`src/rtl/serv_mem_arbiter_if.sv`:
```
// serv_mem_arbiter_if
//   Bundles the three buses around serv_mem_arbiter: the fetch requester
//   (i_i_* / o_i_*), the data requester (i_d_* / o_d_*) and the shared
//   memory port (o_m_* / i_m_*), plus the o_busy status flag.
//   Signal names are those of the flat arbiter port list.
//   slave  : arbiter view (drives o_*, samples i_*)
//   master : surrounding system view (drives i_*, samples o_*)
interface serv_mem_arbiter_if;
  // fetch side
  logic [31:0] i_i_ca_adr;
  logic        i_i_ca_vld;
  logic        o_i_ca_rdy;
  logic [31:0] o_i_rd_dat;
  logic        o_i_rd_vld;
  logic        i_i_rd_rdy;
  // data side
  logic        i_d_ca_cmd;
  logic [31:0] i_d_ca_adr;
  logic        i_d_ca_vld;
  logic        o_d_ca_rdy;
  logic [31:0] i_d_dm_dat;
  logic [3:0]  i_d_dm_msk;
  logic        i_d_dm_vld;
  logic        o_d_dm_rdy;
  logic [31:0] o_d_rd_dat;
  logic        o_d_rd_vld;
  logic        i_d_rd_rdy;
  // memory side
  logic        o_m_ca_cmd;
  logic [31:0] o_m_ca_adr;
  logic        o_m_ca_vld;
  logic        i_m_ca_rdy;
  logic [31:0] o_m_dm_dat;
  logic [3:0]  o_m_dm_msk;
  logic        o_m_dm_vld;
  logic        i_m_dm_rdy;
  logic [31:0] i_m_rd_dat;
  logic        i_m_rd_vld;
  logic        o_m_rd_rdy;
  // status
  logic        o_busy;

  modport slave (
    input  i_i_ca_adr, i_i_ca_vld, i_i_rd_rdy,
    output o_i_ca_rdy, o_i_rd_dat, o_i_rd_vld,
    input  i_d_ca_cmd, i_d_ca_adr, i_d_ca_vld, i_d_dm_dat, i_d_dm_msk,
    input  i_d_dm_vld, i_d_rd_rdy,
    output o_d_ca_rdy, o_d_dm_rdy, o_d_rd_dat, o_d_rd_vld,
    output o_m_ca_cmd, o_m_ca_adr, o_m_ca_vld, o_m_dm_dat, o_m_dm_msk,
    output o_m_dm_vld, o_m_rd_rdy,
    input  i_m_ca_rdy, i_m_dm_rdy, i_m_rd_dat, i_m_rd_vld,
    output o_busy
  );

  modport master (
    output i_i_ca_adr, i_i_ca_vld, i_i_rd_rdy,
    input  o_i_ca_rdy, o_i_rd_dat, o_i_rd_vld,
    output i_d_ca_cmd, i_d_ca_adr, i_d_ca_vld, i_d_dm_dat, i_d_dm_msk,
    output i_d_dm_vld, i_d_rd_rdy,
    input  o_d_ca_rdy, o_d_dm_rdy, o_d_rd_dat, o_d_rd_vld,
    input  o_m_ca_cmd, o_m_ca_adr, o_m_ca_vld, o_m_dm_dat, o_m_dm_msk,
    input  o_m_dm_vld, o_m_rd_rdy,
    output i_m_ca_rdy, i_m_dm_rdy, i_m_rd_dat, i_m_rd_vld,
    input  o_busy
  );
endinterface

```
`src/rtl/serv_mem_arbiter.sv`:
```
// serv_mem_arbiter
//   Shares one external memory port between the core's instruction-fetch
//   bus and its data (load/store) bus. Exactly one transaction is in flight;
//   read data is steered back to whichever side owns the port.
// Parameters
//   DATA_PRIO  1: data side wins simultaneous requests
//              0: simultaneous requests alternate on the last owner
// Ports
//   clk  rising-edge clock
//   rst  synchronous active-high reset
//   bus  serv_mem_arbiter_if.slave: fetch, data and memory channels + o_busy
module serv_mem_arbiter #(
  parameter int unsigned DATA_PRIO = 1
) (
  input  logic               clk,
  input  logic               rst,
  serv_mem_arbiter_if.slave  bus
);

  typedef enum logic [2:0] {
    IDLE,
    ICA,
    IRD,
    DCA,
    DDM,
    DRD
  } state_t;

  state_t state;
  logic   last_d;   // 1: data side owned the port most recently
  logic   grant_d;

  // Data wins when alone, when prioritised, or when fetch went last.
  always_comb begin
    grant_d = bus.i_d_ca_vld &&
              (!bus.i_i_ca_vld || (DATA_PRIO != 0) || !last_d);
  end

  always_ff @(posedge clk) begin
    if (rst) begin
      state  <= IDLE;
      last_d <= 1'b0;
    end else begin
      case (state)
        IDLE: begin
          if (grant_d) begin
            state  <= DCA;
            last_d <= 1'b1;
          end else if (bus.i_i_ca_vld) begin
            state  <= ICA;
            last_d <= 1'b0;
          end
        end
        ICA: begin
          if (bus.i_i_ca_vld && bus.i_m_ca_rdy) begin
            state <= IRD;
          end
        end
        IRD: begin
          if (bus.i_m_rd_vld && bus.i_i_rd_rdy) begin
            state <= IDLE;
          end
        end
        DCA: begin
          if (bus.i_d_ca_vld && bus.i_m_ca_rdy) begin
            state <= bus.i_d_ca_cmd ? DDM : DRD;
          end
        end
        DDM: begin
          if (bus.i_d_dm_vld && bus.i_m_dm_rdy) begin
            state <= IDLE;
          end
        end
        DRD: begin
          if (bus.i_m_rd_vld && bus.i_d_rd_rdy) begin
            state <= IDLE;
          end
        end
        default: state <= IDLE;
      endcase
    end
  end

  // Channel steering depends only on the registered state; everything that
  // is not owned in the current state is held at zero.
  always_comb begin
    bus.o_i_ca_rdy = 1'b0;
    bus.o_i_rd_dat = '0;
    bus.o_i_rd_vld = 1'b0;
    bus.o_d_ca_rdy = 1'b0;
    bus.o_d_dm_rdy = 1'b0;
    bus.o_d_rd_dat = '0;
    bus.o_d_rd_vld = 1'b0;
    bus.o_m_ca_cmd = 1'b0;
    bus.o_m_ca_adr = '0;
    bus.o_m_ca_vld = 1'b0;
    bus.o_m_dm_dat = '0;
    bus.o_m_dm_msk = '0;
    bus.o_m_dm_vld = 1'b0;
    bus.o_m_rd_rdy = 1'b0;
    bus.o_busy     = (state != IDLE);
    case (state)
      ICA: begin
        bus.o_m_ca_adr = bus.i_i_ca_adr;
        bus.o_m_ca_vld = bus.i_i_ca_vld;
        bus.o_i_ca_rdy = bus.i_m_ca_rdy;
      end
      DCA: begin
        bus.o_m_ca_cmd = bus.i_d_ca_cmd;
        bus.o_m_ca_adr = bus.i_d_ca_adr;
        bus.o_m_ca_vld = bus.i_d_ca_vld;
        bus.o_d_ca_rdy = bus.i_m_ca_rdy;
      end
      DDM: begin
        bus.o_m_dm_dat = bus.i_d_dm_dat;
        bus.o_m_dm_msk = bus.i_d_dm_msk;
        bus.o_m_dm_vld = bus.i_d_dm_vld;
        bus.o_d_dm_rdy = bus.i_m_dm_rdy;
      end
      IRD: begin
        bus.o_i_rd_dat = bus.i_m_rd_dat;
        bus.o_i_rd_vld = bus.i_m_rd_vld;
        bus.o_m_rd_rdy = bus.i_i_rd_rdy;
      end
      DRD: begin
        bus.o_d_rd_dat = bus.i_m_rd_dat;
        bus.o_d_rd_vld = bus.i_m_rd_vld;
        bus.o_m_rd_rdy = bus.i_d_rd_rdy;
      end
      default: ;
    endcase
  end

endmodule

```
`src/flat_wrapper.sv`:
```
// flat-port wrapper written by rule: the top's interface ports become plain ports
module serv_mem_arbiter_flat 
#(
  parameter int unsigned DATA_PRIO = 1
)
  (clk, rst, bus_i_i_ca_adr, bus_i_i_ca_vld, bus_i_i_rd_rdy, bus_o_i_ca_rdy, bus_o_i_rd_dat, bus_o_i_rd_vld, bus_i_d_ca_cmd, bus_i_d_ca_adr, bus_i_d_ca_vld, bus_i_d_dm_dat, bus_i_d_dm_msk, bus_i_d_dm_vld, bus_i_d_rd_rdy, bus_o_d_ca_rdy, bus_o_d_dm_rdy, bus_o_d_rd_dat, bus_o_d_rd_vld, bus_o_m_ca_cmd, bus_o_m_ca_adr, bus_o_m_ca_vld, bus_o_m_dm_dat, bus_o_m_dm_msk, bus_o_m_dm_vld, bus_o_m_rd_rdy, bus_i_m_ca_rdy, bus_i_m_dm_rdy, bus_i_m_rd_dat, bus_i_m_rd_vld, bus_o_busy);
  serv_mem_arbiter_if bus_i ();
  input  logic clk;
  input  logic rst;
  input wire logic [$bits(bus_i.i_i_ca_adr)-1:0] bus_i_i_ca_adr;
  input wire logic [$bits(bus_i.i_i_ca_vld)-1:0] bus_i_i_ca_vld;
  input wire logic [$bits(bus_i.i_i_rd_rdy)-1:0] bus_i_i_rd_rdy;
  output wire logic [$bits(bus_i.o_i_ca_rdy)-1:0] bus_o_i_ca_rdy;
  output wire logic [$bits(bus_i.o_i_rd_dat)-1:0] bus_o_i_rd_dat;
  output wire logic [$bits(bus_i.o_i_rd_vld)-1:0] bus_o_i_rd_vld;
  input wire logic [$bits(bus_i.i_d_ca_cmd)-1:0] bus_i_d_ca_cmd;
  input wire logic [$bits(bus_i.i_d_ca_adr)-1:0] bus_i_d_ca_adr;
  input wire logic [$bits(bus_i.i_d_ca_vld)-1:0] bus_i_d_ca_vld;
  input wire logic [$bits(bus_i.i_d_dm_dat)-1:0] bus_i_d_dm_dat;
  input wire logic [$bits(bus_i.i_d_dm_msk)-1:0] bus_i_d_dm_msk;
  input wire logic [$bits(bus_i.i_d_dm_vld)-1:0] bus_i_d_dm_vld;
  input wire logic [$bits(bus_i.i_d_rd_rdy)-1:0] bus_i_d_rd_rdy;
  output wire logic [$bits(bus_i.o_d_ca_rdy)-1:0] bus_o_d_ca_rdy;
  output wire logic [$bits(bus_i.o_d_dm_rdy)-1:0] bus_o_d_dm_rdy;
  output wire logic [$bits(bus_i.o_d_rd_dat)-1:0] bus_o_d_rd_dat;
  output wire logic [$bits(bus_i.o_d_rd_vld)-1:0] bus_o_d_rd_vld;
  output wire logic [$bits(bus_i.o_m_ca_cmd)-1:0] bus_o_m_ca_cmd;
  output wire logic [$bits(bus_i.o_m_ca_adr)-1:0] bus_o_m_ca_adr;
  output wire logic [$bits(bus_i.o_m_ca_vld)-1:0] bus_o_m_ca_vld;
  output wire logic [$bits(bus_i.o_m_dm_dat)-1:0] bus_o_m_dm_dat;
  output wire logic [$bits(bus_i.o_m_dm_msk)-1:0] bus_o_m_dm_msk;
  output wire logic [$bits(bus_i.o_m_dm_vld)-1:0] bus_o_m_dm_vld;
  output wire logic [$bits(bus_i.o_m_rd_rdy)-1:0] bus_o_m_rd_rdy;
  input wire logic [$bits(bus_i.i_m_ca_rdy)-1:0] bus_i_m_ca_rdy;
  input wire logic [$bits(bus_i.i_m_dm_rdy)-1:0] bus_i_m_dm_rdy;
  input wire logic [$bits(bus_i.i_m_rd_dat)-1:0] bus_i_m_rd_dat;
  input wire logic [$bits(bus_i.i_m_rd_vld)-1:0] bus_i_m_rd_vld;
  output wire logic [$bits(bus_i.o_busy)-1:0] bus_o_busy;
  assign bus_i.i_i_ca_adr = bus_i_i_ca_adr;
  assign bus_i.i_i_ca_vld = bus_i_i_ca_vld;
  assign bus_i.i_i_rd_rdy = bus_i_i_rd_rdy;
  assign bus_o_i_ca_rdy = bus_i.o_i_ca_rdy;
  assign bus_o_i_rd_dat = bus_i.o_i_rd_dat;
  assign bus_o_i_rd_vld = bus_i.o_i_rd_vld;
  assign bus_i.i_d_ca_cmd = bus_i_d_ca_cmd;
  assign bus_i.i_d_ca_adr = bus_i_d_ca_adr;
  assign bus_i.i_d_ca_vld = bus_i_d_ca_vld;
  assign bus_i.i_d_dm_dat = bus_i_d_dm_dat;
  assign bus_i.i_d_dm_msk = bus_i_d_dm_msk;
  assign bus_i.i_d_dm_vld = bus_i_d_dm_vld;
  assign bus_i.i_d_rd_rdy = bus_i_d_rd_rdy;
  assign bus_o_d_ca_rdy = bus_i.o_d_ca_rdy;
  assign bus_o_d_dm_rdy = bus_i.o_d_dm_rdy;
  assign bus_o_d_rd_dat = bus_i.o_d_rd_dat;
  assign bus_o_d_rd_vld = bus_i.o_d_rd_vld;
  assign bus_o_m_ca_cmd = bus_i.o_m_ca_cmd;
  assign bus_o_m_ca_adr = bus_i.o_m_ca_adr;
  assign bus_o_m_ca_vld = bus_i.o_m_ca_vld;
  assign bus_o_m_dm_dat = bus_i.o_m_dm_dat;
  assign bus_o_m_dm_msk = bus_i.o_m_dm_msk;
  assign bus_o_m_dm_vld = bus_i.o_m_dm_vld;
  assign bus_o_m_rd_rdy = bus_i.o_m_rd_rdy;
  assign bus_i.i_m_ca_rdy = bus_i_m_ca_rdy;
  assign bus_i.i_m_dm_rdy = bus_i_m_dm_rdy;
  assign bus_i.i_m_rd_dat = bus_i_m_rd_dat;
  assign bus_i.i_m_rd_vld = bus_i_m_rd_vld;
  assign bus_o_busy = bus_i.o_busy;
  serv_mem_arbiter #(.DATA_PRIO(DATA_PRIO)) u_core (.clk(clk), .rst(rst), .bus(bus_i));
endmodule
```
`config.mk`:
```
export PLATFORM = sky130hd
export DESIGN_NAME = serv_mem_arbiter_flat
export DESIGN_NICKNAME = d
export VERILOG_FILES = /design/src/rtl/serv_mem_arbiter_if.sv /design/src/rtl/serv_mem_arbiter.sv /design/src/flat_wrapper.sv
export SDC_FILE = /design/constraint.sdc
export NUM_CORES = 1
export LEC_CHECK = 0
export ABC_CLOCK_PERIOD_IN_PS = 1880
export BUFFER_PORTS_ARGS = -buffer_cell sky130_fd_sc_hd__buf_4
export CAP_MARGIN = 40
export CORE_AREA = 3 3 110 112
export DETAILED_ROUTE_END_ITERATION = 12
export DIE_AREA = 0 0 113 115
export GPL_ROUTABILITY_DRIVEN = 0
export GPL_TIMING_DRIVEN = 0
export SYNTH_ARGS = -nofsm -noshare
export SYNTH_HDL_FRONTEND = slang
export SYNTH_SLANG_ARGS = --single-unit
```
`constraint.sdc`:
```
create_clock -name clk -period 1.88 [get_ports clk]
set_clock_uncertainty 0.05 [all_clocks]
set_input_delay 0.376 -clock clk [delete_from_list [all_inputs] [get_ports clk]]
set_output_delay 0.376 -clock clk [all_outputs]
set_load 0.03 [all_outputs]
```
==> out/metrics.csv <==
stage,metric,value,unit
run_status,status,"complete, but fails checks",
run_status,failing checks,setup timing,
global_route,vias in the first global route,2615,
clocking,cts hold-fix bufs,0,
sta,final cycle utilization of the critical path,1.00,
global_route,GR Util met3,0.0300,
run,Max-Cap Viols,0,
placed_design,pre-CTS setup slack,-0.171,ns
final_layout,max reg flops,3,
setup_path,"Max FO, Critical Path",8,
die,die height,115,um
global_route,GRT overflow,0,
clocking,CTS Buf Count,3,
setup_path,Crit path top cell by count,buf_6,
pwr,Clk pwr share,0.080,
detailed_routing,Iteration-0 DRC Markers,42,
setup_path,reg2reg setup slack,0.27,ns
sta,RSZ-0062 raised after global routing,yes,
global_route,grt met1 use,0.126,
detailed_routing,Via Count,2637,
setup_path,Worst setup SP type,flip-flop,
yosys,Post-Syn Instances,192,
yosys,Synth Net Count,335,
pwr,P_leak,2.52,nW
setup_path,Worst R2R End,u_core.state[1],
yosys,"Top FF cell, synth",dfxtp_1,
sta,Setup TNS,-0.00256,ns
worst_hold_path,Min-Delay Path Class,in2reg,
setup_path,crit-path cells,nand2b_4 > nor2_4 > buf_8 > buf_6 > a22o_1 > buf_6,
clocking,Bufs on Longest Clock Path,2,
clocking,Sink Count,3,
global_route,antenna violations before repair,0,
setup_path,Worst Path Buf+Inv,3,
worst_hold_path,worst hold endpoint,u_core.state[2],
pwr,sw frac,0.460,
detailed_routing,First-pass DRT Iterations,4,
sta,Slew Limit Headroom,0.756,
die,Starting Density,0.117,
sta,post-route minimum period,1.88,ns
die,Die Wd,113,um
detailed_routing,via density per instance,4.08,
clocking,Clock Latency Late Sink,0.22,ns
setup_path,critical path type,reg2out,
setup_path,CP Capture Type,output port,
final_layout,Area growth syn-to-layout,271,%
sta,Final Hold Violating Endpoints,0,
pwr,Combinational Power Share,0.889,
setup_path,origin of the critical flop-to-flop path,u_core.state[1],
pwr,Seq pwr share,0.031,
yosys,top cell type's share of synthesized area,0.506,
clocking,H-tree depth,1,
sta,Least-Margin Pin Slew,0.365,ns
final_layout,Largest Register,u_core.state,
setup_path,Worst path slowest cell,dfxtp_4,
die,row count,39,
placed_design,hpwl dp,7530,um
setup_path,worst path arrival time,1.46,ns
yosys,"count leader, synth",and2_1,
sta,max-slew violations,0,
die,Ports,285,
global_route,grt peak-use layer,met2,
global_route,global routing usage on met2,0.246,
final_layout,fin nets,648,
yosys,sequential-to-total area share from yosys stat,0.0454,
final_layout,layout cell share with drive strength beyond 1,0.843,
final_layout,Top Registers,u_core.state x3,
yosys,synth cell count leaders,"107 x and2_1, 34 x a22o_1, 8 x buf_2",
yosys,largest cells by area after synthesis,"and2_1 51%, a22o_1 23%, dfxtp_1 4.5%",
final_layout,# diodes,0,
die,Die Footprint,13000,um2
pwr,internal power,2.28,mW
detailed_routing,DR WL/cell,15.2,um
pwr,maximum VDD drop,0.649,mV
setup_path,CP top delay family,buffers and inverters,
global_route,largest net degree at the start of global routing,11,
yosys,Synth area leader,and2_1,
placed_design,I/O Buffers,284,
pwr,pwr dens,860,nW/um2
clocking,Worst-path clk slew,0.03,ns
pwr,switching pwr,1.95,mW
detailed_routing,Final ANT Viol Nets,0,
yosys,syn_area_per_cell,6.89,um2
yosys,Post-Syn Area,1320,um2
detailed_routing,DRC viols,0,
yosys,Synth async-reset ratio,0,
setup_path,FF-to-FF path depth,6,
sta,Setup Viol. Count Final,1,
sta,FMAX,0.531,GHz
worst_hold_path,min-delay src,rst,
sta,slack of the critical path,-0.00256,ns
yosys,synthesized flop and latch total,3,
die,core area,11300,um2
yosys,"EDFF count, synth",0,
clocking,clk root buf,clkbuf_16,
setup_path,max incr delay on CP,0.38,ns
yosys,Synth cell types,30,
yosys,Ys Warns,0,
global_route,Total GRT Usage,0.122,
worst_hold_path,Hold Path Stages,2,
setup_path,Required @ worst endpoint,1.45,ns
detailed_routing,final wirelength,9840,um
global_route,first-pass GRT wire length,13000,um
clocking,CTS tree,built,
-- worst reg2reg max path, stage by stage (launching register included) --
cell	delay [ns]
dfxtp_4	0.40
buf_6	0.13
buf_4	0.11
mux2_2	0.33
a21oi_1	0.19
nand3b_1	0.15
mux2i_1	0.18
-- per-stage QoR --
| stage | total power, mW | std cells | hold slack, ns | utilization | cell area [um2] |
|---|---|---|---|---|---|
| 2_1_floorplan | 1.79 | 192 | 0.395 | - | 1320 |
| 3_3_place_gp | 2.88 | 619 | 0.525 | 0.321 | 3630 |
| 3_5_place_dp | 2.89 | 619 | 0.524 | 0.321 | 3630 |
| 4_1_cts | 4.09 | 643 | 0.284 | 0.410 | 4640 |
| 5_1_grt | 4.43 | 647 | 0.288 | 0.434 | 4910 |
| 6_report | 4.23 | 647 | 0.286 | 0.434 | 4910 |
-- what timing repair did --
action	CTS	global route
pin swaps	38	42
gates cloned	7	3
setup buffers	13	2
resized for setup	221	78
setup endpoints to repair	141	130
-- metal layers --
metal,vias to the layer above,routed length (um)
met3,12,1050
met4,0,167
met1,1167,3230
li1,1281,-
met2,177,5390
met5,-,0
-- cell families (layout without fill, tap and decap cells) --
logic type             Yosys count  in the layout  synth area share
buffers and inverters           20            332            0.0728
AOI/OAI and AO/OA               41             41             0.264
DFF                              3              3            0.0454
and+or+nand+nor                126            126             0.602
muxes                            2              2            0.0161
-- worst max-delay path by stage --
stage / slack, ns / to / start / cells past startpoint
4_1_cts: -0.03 / bus_o_i_rd_dat[1] / u_core.state[0] / 6
3_5_place_dp: -0.17 / bus_o_i_rd_dat[3] / u_core.state[1] / 5
3_3_place_gp: -0.14 / bus_o_i_rd_dat[28] / u_core.state[1] / 5
6_report: -0.003 / bus_o_m_ca_adr[17] / u_core.state[2] / 6
2_1_floorplan: 0.13 / bus_o_m_dm_dat[14] / u_core.state[2] / 4
5_1_grt: -0.06 / bus_o_i_rd_dat[10] / u_core.state[0] / 6
-- cells in the final DEF, fill, tap and decap left out, types with 2 or more instances in the layout --
cell type    n
a22o_4       2
nor2_4       2
nand2_1      3
nor3b_4      2
clkbuf_8     2
buf_8       12
clkbuf_16    6
dfxtp_4      2
buf_4      166
buf_6      143
and2_1      27
nand3_1      2
a22o_1      32
and2_4      80
a21oi_1      2
-- final cells by class --
cell class	instances	area, um2
fillers	1063	6410
plain buffers	18	240
inverters	1	8.76
flip-flops and latches	3	68.8
repair buffers	309	2920
clock buffers	4	78.8
well taps	143	179
multi-input cells	169	1420
-- power groups by stage --
stage	Clock [mW]	Combinational, mW	Sequential (mW)
final	0.338	3.76	0.130
after global routing	0.352	3.94	0.135
after CTS	0.341	3.65	0.0977
after detailed placement	0	2.80	0.0928
after global placement	0	2.78	0.0929
after floorplan	0	1.70	0.0920
No activity file was read; power rests on OpenSTA's default activity.
